$ cat src/rtl/modmult_interleaved.sv
// Radix-2 interleaved modular multiplier: result = (a * b) mod n, any b (pre-reduced internally).
// Latency: done pulses 2*WIDTH+1 edges after the accepting edge (1 edge when n == 0).
// Backpressure: start is only sampled in IDLE; requests while busy or in DONE are dropped.
//
// Ports:
//   clk    - system clock, rising edge
//   reset  - synchronous active-high reset, aborts any operation without a done pulse
//   start  - operation request, sampled in IDLE only
//   a, b   - operands (any value), n - modulus; all latched on the accepting edge
//   busy   - high from the accepting edge until the DONE-state edge
//   done   - one-cycle pulse, result/error valid
//   error  - raised with done when n == 0, held until the next accepted start
//   result - (a*b) mod n, held until the next accepted start
module modmult_interleaved #(
    parameter int WIDTH = 32,
    parameter int CNT_W = $clog2(WIDTH)
) (
    input  logic             clk,
    input  logic             reset,
    input  logic             start,
    input  logic [WIDTH-1:0] a,
    input  logic [WIDTH-1:0] b,
    input  logic [WIDTH-1:0] n,
    output logic             busy,
    output logic             done,
    output logic             error,
    output logic [WIDTH-1:0] result
);

    // Accumulator width: two guard bits so 2P + b_red (<= 3n-3) never overflows.
    localparam int PW = WIDTH + 2;

    localparam logic [1:0] S_IDLE   = 2'd0;
    localparam logic [1:0] S_REDUCE = 2'd1;
    localparam logic [1:0] S_MULT   = 2'd2;
    localparam logic [1:0] S_DONE   = 2'd3;

    localparam logic [CNT_W-1:0] CNT_TOP = CNT_W'(WIDTH - 1);

    logic [1:0]       state_q,  state_d;
    logic [CNT_W-1:0] cnt_q,    cnt_d;
    logic [WIDTH-1:0] a_q,      a_d;
    logic [WIDTH-1:0] b_q,      b_d;
    logic [WIDTH-1:0] n_q,      n_d;
    logic [WIDTH-1:0] bred_q,   bred_d;
    logic [PW-1:0]    p_q,      p_d;
    logic             busy_q,   busy_d;
    logic             done_q,   done_d;
    logic             error_q,  error_d;
    logic [WIDTH-1:0] result_q, result_d;

    // Modulus and twice the modulus, zero-extended to accumulator width.
    logic [PW-1:0] n_ext;
    logic [PW-1:0] n2_ext;
    assign n_ext  = {2'b00, n_q};
    assign n2_ext = {1'b0, n_q, 1'b0};

    logic last_bit;
    assign last_bit = (cnt_q == '0);

    // Reduction step: shift in the next bit of b. Since P < n, 2P+1 <= 2n-1,
    // so at most one subtraction brings it back below n.
    logic [PW-1:0] red_sum;
    logic [PW-1:0] red_next;
    always_comb begin
        red_sum  = (p_q << 1) + PW'(b_q[cnt_q]);
        red_next = red_sum;
        if (red_sum >= n_ext) begin
            red_next = red_sum - n_ext;
        end
    end

    // Multiply step: T = 2P + a_bit*b_red <= 3n-3, so subtract 2n or n at most once.
    logic [PW-1:0] mul_sum;
    logic [PW-1:0] mul_next;
    always_comb begin
        mul_sum  = (p_q << 1) + (a_q[cnt_q] ? {2'b00, bred_q} : '0);
        mul_next = mul_sum;
        if (mul_sum >= n2_ext) begin
            mul_next = mul_sum - n2_ext;
        end else if (mul_sum >= n_ext) begin
            mul_next = mul_sum - n_ext;
        end
    end

    always_comb begin
        state_d  = state_q;
        cnt_d    = cnt_q;
        a_d      = a_q;
        b_d      = b_q;
        n_d      = n_q;
        bred_d   = bred_q;
        p_d      = p_q;
        busy_d   = busy_q;
        done_d   = 1'b0;
        error_d  = error_q;
        result_d = result_q;

        case (state_q)
            S_IDLE: begin
                if (start) begin
                    a_d     = a;
                    b_d     = b;
                    n_d     = n;
                    p_d     = '0;
                    cnt_d   = CNT_TOP;
                    busy_d  = 1'b1;
                    error_d = 1'b0;
                    // A zero modulus skips straight to DONE and reports an error there.
                    state_d = (n == '0) ? S_DONE : S_REDUCE;
                end
            end

            S_REDUCE: begin
                if (last_bit) begin
                    bred_d  = red_next[WIDTH-1:0];
                    p_d     = '0;
                    cnt_d   = CNT_TOP;
                    state_d = S_MULT;
                end else begin
                    p_d   = red_next;
                    cnt_d = cnt_q - 1'b1;
                end
            end

            S_MULT: begin
                p_d = mul_next;
                if (last_bit) begin
                    state_d = S_DONE;
                end else begin
                    cnt_d = cnt_q - 1'b1;
                end
            end

            S_DONE: begin
                done_d  = 1'b1;
                busy_d  = 1'b0;
                state_d = S_IDLE;
                if (n_q == '0) begin
                    error_d  = 1'b1;
                    result_d = '0;
                end else begin
                    result_d = p_q[WIDTH-1:0];
                end
            end

            default: begin
                state_d = S_IDLE;
                busy_d  = 1'b0;
            end
        endcase
    end

    always_ff @(posedge clk) begin
        if (reset) begin
            state_q  <= S_IDLE;
            cnt_q    <= '0;
            a_q      <= '0;
            b_q      <= '0;
            n_q      <= '0;
            bred_q   <= '0;
            p_q      <= '0;
            busy_q   <= 1'b0;
            done_q   <= 1'b0;
            error_q  <= 1'b0;
            result_q <= '0;
        end else begin
            state_q  <= state_d;
            cnt_q    <= cnt_d;
            a_q      <= a_d;
            b_q      <= b_d;
            n_q      <= n_d;
            bred_q   <= bred_d;
            p_q      <= p_d;
            busy_q   <= busy_d;
            done_q   <= done_d;
            error_q  <= error_d;
            result_q <= result_d;
        end
    end

    assign busy   = busy_q;
    assign done   = done_q;
    assign error  = error_q;
    assign result = result_q;

endmodule

$ cat config.mk
export PLATFORM = sky130hd
export DESIGN_NAME = modmult_interleaved
export DESIGN_NICKNAME = d
export VERILOG_FILES = /design/src/rtl/modmult_interleaved.sv
export SDC_FILE = /design/constraint.sdc
export NUM_CORES = 1
export LEC_CHECK = 0
export CORE_MARGIN = 8
export CORE_UTILIZATION = 54
export CTS_CLUSTER_DIAMETER = 30
export DETAILED_ROUTE_END_ITERATION = 6
export GPL_ROUTABILITY_DRIVEN = 1
export HOLD_SLACK_MARGIN = 0.02
export PLACE_DENSITY = 0.77
export SYNTH_ARGS = -nofsm -noshare
export SYNTH_HDL_FRONTEND = slang
export SYNTH_SLANG_ARGS = --single-unit
$ cat constraint.sdc
create_clock -name clk -period 7.05 [get_ports clk]
set_clock_uncertainty 0.1 [all_clocks]
set_input_delay 1.7625 -clock clk [delete_from_list [all_inputs] [get_ports clk]]
set_output_delay 1.7625 -clock clk [all_outputs]
set_load 0.01 [all_outputs]
==> reports/metrics.csv <==
metric,value,unit
setup_viol,0,
peakVddDrop,0.243,mV
reg2reg_setup_slack,0.21,ns
cp.required,7.42,ns
vias_per_cell,6.17,
end_kind,flop,
drc_errors,0,
seq_area_frac_synth,0.259,
start_util,0.547,
yosys_most_used_dff,dfxtp_1,
layout.nets,2418,
drt_iter0_drc,1408,
wl_per_cell,20.3,um
die_area,34700,sq um
p_per_area,409,nW/um^2
postSynthAreaPerCell,7.71,sq um
worstPathMaxFanout,9,
syn_nets,2266,
num_vias,16055,
finalCriticalPeriod,6.84,ns
ys_types,96,
max_freq,146,MHz
hold_viol,0,
tritoncts,done,
htree_num_levels,2,
synthesis.area,15700,sq um
critPathBufInv,2,
grt_max_degree,86,
fin_crit_sh,0.970,
holdPathStages,2,
synth_area_leaders,"dfxtp_1 26%, ha_1 11%, a21oi_1 8.7%",
coreArea,28600,sq um
drt-total-wl,52700,um
crit_slowest_cell,or4b_1,
place.gp.congestion,1.06,
critPathKind,reg -> reg,
gr-usage-all-layers,0.285,
critical_path.top_delay_family,compound AO/OA/AOI/OAI gates,
synthArstFlopShare,0,
place_hpwl,40000,um
clk_pin_slew,0.05,ns
hold_path_class,reg -> reg,
max_stage_delay,0.57,ns
status,completed,
clk-insertion-delay-late,0.56,ns
cp-start-kind,flop,
slew_viol_final,0,
cts-root-buf,clkbuf_16,
yosysWarnings,0,
yosys.area.top_type,dfxtp_1,
finalHoldWorstSlack,0.346,ns
setup_ws,0.213,ns
die_w,186,um
synth.top_cell.area_share,0.259,
grt_overflow,0,
antenna_found_initial,0,
reg2reg_depth,28,
numClockSinks,203,
die_h,186,um
grt_pass1_wl,81600,um
ant_nets,0,
worstSetupPathDepth,28,
area_growth,24.5,%
fin_area,19500,sq um
drtPass1Iterations,7,
syn_inst,2031,
post-place-ws,-0.0539,ns
crit_arrival,7.21,ns
grt_pass1_vias,15342,
num_io_pins,134,
numCtsBuffers,48,
drv_cap,0,
synth_edf_count,0,
layout-drive-gt1-share,0.111,
numPortBuffers,133,
placementRows,62,
antenna_cells,0,
placed_area,17500,sq um
worstMarginPinSlew,1.12,ns
finalSetupTns,0,ns
clock_path_buffers,3,
ys_seq_elements,203,
p_leak,0.00788,uW
relSlewSlack,0.253,
## power breakdown
part | internal [uW] | total, uW | switching [uW]
Sequential | 1310 | 1460 | 145
Clock | 1520 | 2250 | 732
Combinational | 1720 | 4270 | 2550
## worst paths after layout
path	from	endpoint
max	cnt_q[0]	p_q[21]
min	bred_q[15]	bred_q[15]
max reg2reg	cnt_q[0]	p_q[21]
min reg2reg	bred_q[15]	bred_q[15]
## state kept, by name (all words and copies together) (netlist names)
register and flops:
busy 1, b_q 32, cnt_q 5, n_q 32
bred_q 32, p_q 33, done 1, result 32
error 1, a_q 32, state_q 2
## placed cells by master, fill, tap and decap left out, types with 47 or more instances in the layout
master and count:
nand2_1 311, a21oi_1 270, dfxtp_1 202, nor2_1 137, clkdlybuf4s50_1 132, ha_1 129, o21ai_0 89, inv_1 64
buf_4 58, xnor2_1 56, nand2b_1 55, nand3_1 52, clkbuf_16 50, a21o_1 49, xor2_1 47
## synth_stat cells (47+ instances only)
master / count
nand2b_1: 55
xor2_1: 49
nand2_1: 314
inv_1: 64
ha_1: 132
nor2b_1: 47
xnor2_1: 62
a21oi_1: 273
o21ai_0: 91
clkbuf_1: 73
nand3_1: 52
a21o_1: 49
nor2_1: 140
dfxtp_1: 203
## final cells by class
| type | count | area [sq um] |
|---|---|---|
| timing repair buffer | 200 | 1890 |
| fill | 2324 | 9110 |
| tap | 384 | 480 |
| multi-input combinational | 1666 | 11200 |
| inverter | 64 | 240 |
| clock inverter | 32 | 404 |
| sequential | 203 | 4070 |
| clock buffer | 54 | 1260 |
## what timing repair did
item	in CTS	in global routing
pin swaps	0	9
setup endpoints to repair	12	33
gates resized for setup	4	47
cloned	0	3
buffers inserted	0	4
hold buffers	0	0
## worst min-delay path, stage by stage, from the launching register on
cell,delay [ns]
dfxtp_1,0.30
nand2_1,0.05
a21oi_1,0.05
## kinds of logic (layout without fill, tap and decap cells)
family / Yosys count / in the layout / synth area share
AO/OA/AOI/OAI: 629 / 629 / 0.257
AND/OR/NAND/NOR: 738 / 739 / 0.220
XOR/XNOR: 112 / 112 / 0.0631
flip-flops: 203 / 203 / 0.259
adder cells (fa/ha/maj): 136 / 136 / 0.111
buffers and inverters: 163 / 350 / 0.0437
multiplexers: 50 / 50 / 0.0465
## routing by layer
metal / GRT usage / share of wire / vias to the layer above / wire [um]
met3: 0.0694 / 0.093 / 125 / 4910
met5: 0 / 0 / - / 0
met1: 0.364 / 0.42 / 7504 / 22300
met4: 0.109 / 0.038 / 0 / 1990
met2: 0.457 / 0.45 / 771 / 23600
li1: - / - / 7655 / -
## per-stage QoR
stage,power [uW],util,cells
2_1_floorplan,4400,-,2031
3_3_place_gp,5430,0.613,2510
3_5_place_dp,5480,0.613,2510
4_1_cts,7770,0.672,2596
5_1_grt,8400,0.682,2603
6_report,7980,0.682,2603
Note: power is estimated with default switching activity, not from simulation.
